===== src/rtl/ahb3lite_pkg.sv =====
// ---------------------------------------------------------------------------
// ahb3lite_pkg
// Shared types and helpers for the word-to-lane stream serializer.
//   serializer_state_t : serializer FSM states
//   lane_idx_width()   : width of a lane index for a given lane count (min 1)
//   words_for_lanes()  : number of FIFO words needed to cover a lane count
// ---------------------------------------------------------------------------
package ahb3lite_pkg;

    typedef enum logic [2:0] {
        ST_IDLE  = 3'd0,
        ST_FETCH = 3'd1,
        ST_WAIT  = 3'd2,
        ST_SHIFT = 3'd3,
        ST_DONE  = 3'd4
    } serializer_state_t;

    function automatic int lane_idx_width(input int lanes);
        return (lanes > 1) ? $clog2(lanes) : 1;
    endfunction

    function automatic int words_for_lanes(input int lane_count, input int lanes);
        return (lane_count + lanes - 1) / lanes;
    endfunction

endpackage


===== src/rtl/ahb3lite_lane_select.sv =====
// ---------------------------------------------------------------------------
// ahb3lite_lane_select
// Combinational lane multiplexer: picks one LANE_W slice out of a DATA_W word.
// Little-endian order returns lane i_idx; big-endian order returns lane
// LANES-1-i_idx, so index 0 is always the first lane emitted.
// Ports:
//   i_word       in  DATA_W  word being serialized
//   i_idx        in  LIDX_W  lane position within the word
//   i_big_endian in  1       1 = most significant lane first
//   o_lane       out LANE_W  selected lane
// ---------------------------------------------------------------------------
module ahb3lite_lane_select
    import ahb3lite_pkg::*;
#(
    parameter int DATA_W = 32,
    parameter int LANE_W = 8,
    parameter int LIDX_W = lane_idx_width(DATA_W / LANE_W)
) (
    input  logic [DATA_W-1:0] i_word,
    input  logic [LIDX_W-1:0] i_idx,
    input  logic              i_big_endian,
    output logic [LANE_W-1:0] o_lane
);

    localparam int LANES = DATA_W / LANE_W;

    logic [LANE_W-1:0] lanes [LANES];
    logic [LIDX_W-1:0] sel;

    genvar gi;
    generate
        for (gi = 0; gi < LANES; gi++) begin : g_lane
            assign lanes[gi] = i_word[gi*LANE_W +: LANE_W];
        end
    endgenerate

    always_comb begin
        sel    = i_big_endian ? (LIDX_W'(LANES - 1) - i_idx) : i_idx;
        o_lane = '0;
        // Guards non-power-of-two lane counts where the index range exceeds LANES.
        if (int'(sel) < LANES) begin
            o_lane = lanes[sel];
        end
    end

endmodule


===== src/rtl/ahb3lite_stream_serializer.sv =====
// ---------------------------------------------------------------------------
// ahb3lite_stream_serializer
// Pops DATA_W words from the DMA read FIFO and emits them as LANE_W lanes on a
// valid/ready stream, with selectable endianness, exact handling of a partial
// final word, downstream backpressure and abort. No prefetch: the next word is
// only requested after the last lane of the current word has been accepted.
// Ports:
//   HCLK, HRESET   clock, synchronous active-high reset
//   i_start        start pulse, accepted only while idle
//   i_lane_count   lanes to emit (sampled with i_start)
//   i_big_endian   lane order (sampled with i_start)
//   i_abort        cancel transfer, highest priority
//   i_fifo_empty   FIFO empty flag
//   i_fifo_dout    FIFO data, valid the cycle after o_fifo_rd_en
//   o_fifo_rd_en   FIFO pop pulse
//   o_data/o_valid/i_ready/o_last   output lane stream
//   o_lane_idx     lane position within the current word
//   o_lane_cnt     lanes accepted so far in this transfer
//   o_busy         not idle
//   o_done         one-cycle completion pulse
// ---------------------------------------------------------------------------
module ahb3lite_stream_serializer
    import ahb3lite_pkg::*;
#(
    parameter int DATA_W = 32,
    parameter int LANE_W = 8,
    parameter int CNT_W  = 16,
    parameter int LIDX_W = lane_idx_width(DATA_W / LANE_W)
) (
    input  logic              HCLK,
    input  logic              HRESET,
    input  logic              i_start,
    input  logic [CNT_W-1:0]  i_lane_count,
    input  logic              i_big_endian,
    input  logic              i_abort,
    input  logic              i_fifo_empty,
    input  logic [DATA_W-1:0] i_fifo_dout,
    output logic              o_fifo_rd_en,
    output logic [LANE_W-1:0] o_data,
    output logic              o_valid,
    input  logic              i_ready,
    output logic              o_last,
    output logic [LIDX_W-1:0] o_lane_idx,
    output logic [CNT_W-1:0]  o_lane_cnt,
    output logic              o_busy,
    output logic              o_done
);

    localparam int                LANES    = DATA_W / LANE_W;
    localparam logic [LIDX_W-1:0] LAST_IDX = LIDX_W'(LANES - 1);

    serializer_state_t state_q, state_d;
    logic [CNT_W-1:0]  count_q, count_d;
    logic              big_endian_q, big_endian_d;
    logic [DATA_W-1:0] word_q, word_d;
    logic [LIDX_W-1:0] lane_idx_q, lane_idx_d;
    logic [CNT_W-1:0]  lane_cnt_q, lane_cnt_d;

    logic              final_lane;

    // The lane being presented is the last one of the transfer.
    assign final_lane = (lane_cnt_q == (count_q - CNT_W'(1)));

    always_ff @(posedge HCLK) begin
        if (HRESET) begin
            state_q      <= ST_IDLE;
            count_q      <= '0;
            big_endian_q <= 1'b0;
            word_q       <= '0;
            lane_idx_q   <= '0;
            lane_cnt_q   <= '0;
        end else begin
            state_q      <= state_d;
            count_q      <= count_d;
            big_endian_q <= big_endian_d;
            word_q       <= word_d;
            lane_idx_q   <= lane_idx_d;
            lane_cnt_q   <= lane_cnt_d;
        end
    end

    always_comb begin
        state_d      = state_q;
        count_d      = count_q;
        big_endian_d = big_endian_q;
        word_d       = word_q;
        lane_idx_d   = lane_idx_q;
        lane_cnt_d   = lane_cnt_q;
        o_fifo_rd_en = 1'b0;
        o_done       = 1'b0;

        if (i_abort) begin
            state_d = ST_IDLE;
            // A lane the consumer takes in the abort cycle still counts as accepted.
            if ((state_q == ST_SHIFT) && i_ready) begin
                lane_cnt_d = lane_cnt_q + CNT_W'(1);
            end
        end else begin
            case (state_q)
                ST_IDLE: begin
                    if (i_start) begin
                        count_d      = i_lane_count;
                        big_endian_d = i_big_endian;
                        lane_cnt_d   = '0;
                        lane_idx_d   = '0;
                        state_d      = (i_lane_count == '0) ? ST_DONE : ST_FETCH;
                    end
                end
                ST_FETCH: begin
                    if (!i_fifo_empty) begin
                        o_fifo_rd_en = 1'b1;
                        state_d      = ST_WAIT;
                    end
                end
                ST_WAIT: begin
                    word_d     = i_fifo_dout;
                    lane_idx_d = '0;
                    state_d    = ST_SHIFT;
                end
                ST_SHIFT: begin
                    if (i_ready) begin
                        lane_cnt_d = lane_cnt_q + CNT_W'(1);
                        lane_idx_d = lane_idx_q + LIDX_W'(1);
                        // Count reached ends the transfer even mid-word; leftover lanes drop.
                        if (final_lane) begin
                            state_d = ST_DONE;
                        end else if (lane_idx_q == LAST_IDX) begin
                            state_d = ST_FETCH;
                        end
                    end
                end
                ST_DONE: begin
                    o_done  = 1'b1;
                    state_d = ST_IDLE;
                end
                default: begin
                    state_d = ST_IDLE;
                end
            endcase
        end
    end

    ahb3lite_lane_select #(
        .DATA_W (DATA_W),
        .LANE_W (LANE_W),
        .LIDX_W (LIDX_W)
    ) u_lane_select (
        .i_word       (word_q),
        .i_idx        (lane_idx_q),
        .i_big_endian (big_endian_q),
        .o_lane       (o_data)
    );

    assign o_valid    = (state_q == ST_SHIFT);
    assign o_last     = (state_q == ST_SHIFT) && final_lane;
    assign o_lane_idx = lane_idx_q;
    assign o_lane_cnt = lane_cnt_q;
    assign o_busy     = (state_q != ST_IDLE);

endmodule


===== config.mk =====
export PLATFORM = sky130hd
export DESIGN_NAME = ahb3lite_stream_serializer
export DESIGN_NICKNAME = d
export VERILOG_FILES = /design/src/rtl/ahb3lite_pkg.sv /design/src/rtl/ahb3lite_lane_select.sv /design/src/rtl/ahb3lite_stream_serializer.sv
export SDC_FILE = /design/constraint.sdc
export NUM_CORES = 1
export LEC_CHECK = 0
export CORE_MARGIN = 4
export CORE_UTILIZATION = 54
export DETAILED_ROUTE_END_ITERATION = 12
export GPL_ROUTABILITY_DRIVEN = 0
export PLACE_DENSITY = 0.86
export SLEW_MARGIN = 30
export SYNTH_ARGS = -nofsm -noshare
export SYNTH_HDL_FRONTEND = slang
export SYNTH_SLANG_ARGS = --single-unit

===== constraint.sdc =====
create_clock -name HCLK -period 4.3 [get_ports HCLK]
set_input_delay 0.645 -clock HCLK [delete_from_list [all_inputs] [get_ports HCLK]]
set_output_delay 0.645 -clock HCLK [all_outputs]
set_load 0.02 [all_outputs]

After elaboration in Yosys (flattened, before gate mapping)
Index checks and enable logic that the tools add are counted.

Equal/unequal tests: 13. Add/subtract/negate cells: 4. Reduce and logical (&&, ||, !) cells: 13. $lt $le $gt $ge: 1. Bitwise gates (word level): 2. Multiplexer cells: 24.

Operators with widths (number): $mux W16 (4); $pmux W16 S2 (1); $mux W3 (6); $add A16 B1 Y16 const B (1); $bmux W8 S2 (1); $eq A16 B16 Y1 (1); $logic_not A16 Y1 (1); $mux W8 (2); $sub A16 B1 Y16 const B (1); $pmux W3 S4 (1); $reduce_and A4 Y1 (3); $reduce_bool A3 Y1 (3); $eq A3 B2 Y1 const B (2); $mux W2 (3); $pmux W2 S3 (1); $mux W1 (5); $ne A2 B1 Y1 const B (2); $ne A2 B2 Y1 const B (2); $eq A3 B1 Y1 const B (1); $eq A3 B3 Y1 const B (1); $ge A3 B3 Y1 const B (1); $logic_not A3 Y1 (1); $ne A3 B1 Y1 const B (1); $ne A3 B2 Y1 const B (1); 10 further kinds (11).

Output and inout bits: 31. Bits of input ports: 55. Bits in registers: 70. Logic and storage cells: 63.

Depth between registers and ports, before layout
Word-level depth: 6. Depth in mapped cells: 8.

By module
Synthesis repeated with hierarchy kept, for this count alone.

Cell total of the unflattened synthesis: 447. Area, all modules: 3642.2 um^2.

By module, submodules not included: ahb3lite_stream_serializer (cells each 437, area an instance 3399.5 um^2, instances 1, seq. area each 1401.3 um^2); ahb3lite_lane_select (cells each 10, area an instance 242.7 um^2, instances 1, seq. area each 0.0 um^2).

Worst setup path after synthesis
No wires, ideal clock.

Path type: register to output. Start: reg count_q[9]. End: out o_last. Stages on the path, launching flop included: 6. Arrival time: 2.296 ns. Path buffers: 0. Data required time: 3.655 ns. Setup slack: 1.359 ns. Cell sequence: dfxtp_1 or4_4 or2_1 nor4_1 o221ai_1 nor4_1.

Longest elaborated chain between the ends: 3.

RTL lines: start: declaration (line ahb3lite_stream_serializer.sv:53) `logic [CNT_W-1:0] count_q, count_d;`; start signal: assignment (line ahb3lite_stream_serializer.sv:74) `count_q <= count_d;`; $sub A16 B1 Y16 (line ahb3lite_stream_serializer.sv:62) `assign final_lane = (lane_cnt_q == (count_q - CNT_W'(1)));`; $eq A16 B16 Y1 (line ahb3lite_stream_serializer.sv:62); $logic_and A1 B1 Y1 (line ahb3lite_stream_serializer.sv:155) `assign o_last = (state_q == ST_SHIFT) && final_lane;`; end: declaration (line ahb3lite_stream_serializer.sv:42) `output logic o_last,`.

No other way between the ends.

Final worst setup path
Start: reg count_q[0]. End: out o_last.

Same word-level chain as after synthesis.

==> results.py <==
metrics = {
    "worst_hold_path": {
        "holdCritPathClass": "reg2reg",
    },
    "yosys": {
        "yosys_register_bits": 70,
        "syn_area_um2": 3550,
        "ys_seq_area_share_pct": 39.4,
        "yosys_most_used_dff": "dfxtp_1",
        "syn_area_per_cell_um2": 8.23,
        "synthCells": 432,
        "synthArstFlopShare_pct": 0,
        "synth-edff-count": 0,
        "synth.net_count": 490,
        "synth_cell_type_count": 54,
        "yosys_warnings": 0,
    },
    "finish": {
        "num-nets-final": 565,
        "area_growth_syn_to_layout_pct": 31.1,
        "diodes": 0,
        "final_cell_mix": "107 x nand2_1, 84 x clkdlybuf4s50_1, 70 x dfxtp_1",
        "final_common_cell": "nand2_1",
        "fin_area_um2": 4660,
        "layout-drive-gt1-share_pct": 8.20,
    },
    "pwr": {
        "netSwitchingFraction_pct": 23.4,
        "power_frac_comb_pct": 12.9,
        "leakagePower_nw": 1.68,
        "ir_drop_uv": 289,
        "seqPwrFrac_pct": 44.5,
        "p_sw_uw": 355,
        "power_density_nw_per_um2": 326,
        "p_int_mw": 1.16,
        "clkPwrFrac_pct": 42.6,
    },
    "routing": {
        "ant_nets": 0,
        "vias_per_cell": 5.68,
        "wirelength_mm": 8.96,
        "post-route-drc-count": 0,
        "wl_per_cell_um": 15.2,
        "vias": 3346,
        "detail_route.iter0.violations": 195,
        "drt-pass1-iter-count": 5,
    },
    "floorplan": {
        "dieArea_um2": 7940,
        "core_um2": 6390,
        "start_util_pct": 55.6,
        "rows": 29,
        "io_pins": 86,
        "die_h_um": 89.1,
        "die_x_um": 89.1,
    },
    "clock_tree": {
        "htree_num_levels": 3,
        "clk_latency_ns": 0.34,
        "clockRootBuffer": "clkbuf_8",
        "hold_buffers": 0,
        "clock-sinks": 70,
        "ctsResizeCount": 0,
        "clk_path_buf_depth": 2,
        "clk_pin_slew_ns": 0.08,
        "cts_tree": "yes",
        "post_cts_buffers": 0,
        "numCtsBuffers": 9,
    },
    "timing": {
        "tns_ns": 0,
        "period_share_pct": 91.7,
        "hold_viol_final": 0,
        "layout_min_cycle_time_ns": 3.94,
        "fin_skew_ns": 0.00803,
        "tightest_slew_ns": 0.945,
        "slew_viol_final": 0,
        "setup_violations": 0,
        "fmax_mhz": 254,
        "rsz0062_at_grt": "no",
        "max_slew_margin_pct": 37.0,
    },
    "worst_setup_path": {
        "critPathSlowestCell": "clkdlybuf4s50_1",
        "arrival_ns": 3.30,
        "crit_type": "reg2out",
        "crit_fanout": 6,
        "cp_common_cell": "nand3_1",
        "worstSetupEndpointType": "output port",
        "crit_required_ns": 3.65,
        "start_kind": "flip-flop",
        "slowest_delay_ns": 0.67,
        "cp_cell_sequence": "inv_1, ha_1, nor4b_4, nand3_1, a2111oi_2, nand3_1, nor4_1, clkdlybuf4s50_1",
    },
    "global_routing": {
        "grt_max_degree": 57,
        "grt_pass1_vias": 3086,
        "grt_usage_pct": 22.9,
        "grt-ovfl-total": 0,
        "grt_pass1_wl_mm": 14.2,
        "antenna_found_initial": 0,
    },
    "job": {
        "drv_cap": 0,
    },
    "place": {
        "dpl.hpwl_mm": 6.41,
        "portBuffers": 85,
        "place_area_um2": 4410,
    },
    "run_status": {
        "status": "completed",
    },
}
[power by group through the flow]
stage / clock network, mW / registers (mW) / logic, mW
after floorplan: 0 / 0.686 / 0.113
after global placement: 0 / 0.688 / 0.185
after detailed placement: 0 / 0.690 / 0.190
after CTS: 0.653 / 0.675 / 0.193
after global routing: 0.688 / 0.676 / 0.209
final: 0.647 / 0.675 / 0.195
[layout make-up]
type	count	area [um^2]
Timing Repair Buffer	88	868
Clock buffer	10	138
Tap cell	77	96.3
Clock inverter	6	109
Fill cell	513	1730
Multi-Input combinational cell	331	2020
Sequential cell	70	1400
Inverter	7	26.3
[critical path, delay by kind of cell, from the launching register on]
kind / cells / cell delay (ns)
AOI/OAI and AO/OA: 1 / 0.51
DFF: 1 / 0.36
and+or+nand+nor: 4 / 1.11
adders and majority gates: 1 / 0.24
buffers and inverters: 2 / 0.74
[cell families (layout without fill, tap and decap cells)]
| family | count (synthesis) | after routing | share of synthesized area (%) |
|---|---|---|---|
| AO/OA/AOI/OAI | 81 | 81 | 13.6 |
| XOR/XNOR | 36 | 36 | 8.87 |
| adder cells (fa/ha/maj) | 3 | 3 | 1.06 |
| buffers and inverters | 31 | 111 | 3.87 |
| flip-flops | 70 | 70 | 39.4 |
| multiplexers | 11 | 11 | 5.95 |
| AND/OR/NAND/NOR | 200 | 200 | 27.3 |
[state kept, by name (all words and copies together), names as in the netlist]
name,cells
big_endian_q,1
count_q,16
o_lane_cnt,16
o_lane_idx,2
state_q,3
word_q,32
[cell usage after synthesis (all sizes together) (2+ instances only)]
cell | n | area (um^2)
mux2i | 2 | 20.0
nor4b | 2 | 32.5
xnor2 | 17 | 149
inv | 7 | 26.3
xor2 | 19 | 166
and3b | 2 | 17.5
nand4 | 7 | 43.8
and4 | 2 | 17.5
nor3 | 10 | 50.1
mux4 | 8 | 180
nand2 | 107 | 402
nor2 | 24 | 90.1
nand3 | 10 | 50.1
a21o | 3 | 23.8
nand3b | 3 | 22.5
and3 | 7 | 45.1
o21ai | 4 | 20.0
or2 | 2 | 12.5
a31oi | 2 | 12.5
nand2b | 6 | 37.5
or3 | 2 | 12.5
clkbuf | 23 | 106
a22oi | 2 | 15.0
o21bai | 2 | 15.0
a21oi | 56 | 280
o211ai | 3 | 22.5
ha | 3 | 37.5
nor4 | 9 | 71.3
dfxtp | 70 | 1400
or4b | 2 | 20.0
[through the flow]
stage	power [mW]	hold slack [ns]	instances	utilization [%]	setup WS, ns
2_1_floorplan	0.799	0.433	432	-	1.36
3_3_place_gp	0.874	0.440	573	69.1	1.04
3_5_place_dp	0.879	0.444	573	69.1	0.925
4_1_cts	1.52	0.455	589	72.9	0.476
5_1_grt	1.57	0.474	589	73.0	0.167
6_report	1.52	0.453	589	73.0	0.359
[path summary, 6_finish.rpt]
check / slack (ns) / startpoint / to / cells after the start
max: 0.36 / count_q[0] / o_last / 8
min: 0.45 / word_q[26] / word_q[26] / 2
max reg2reg: 1.55 / count_q[0] / state_q[2] / 8
min reg2reg: 0.45 / word_q[26] / word_q[26] / 2
[layer usage]
metal | vias up | part of all wire [%] | GRT usage (%)
met3 | 19 | 7.6 | 7.47
met1 | 1557 | 39 | 26.0
met2 | 128 | 52 | 41.2
met5 | - | 0 | 0
li1 | 1642 | - | -
met4 | 0 | 1.1 | 6.09
Power figures use the tool's default switching activity.
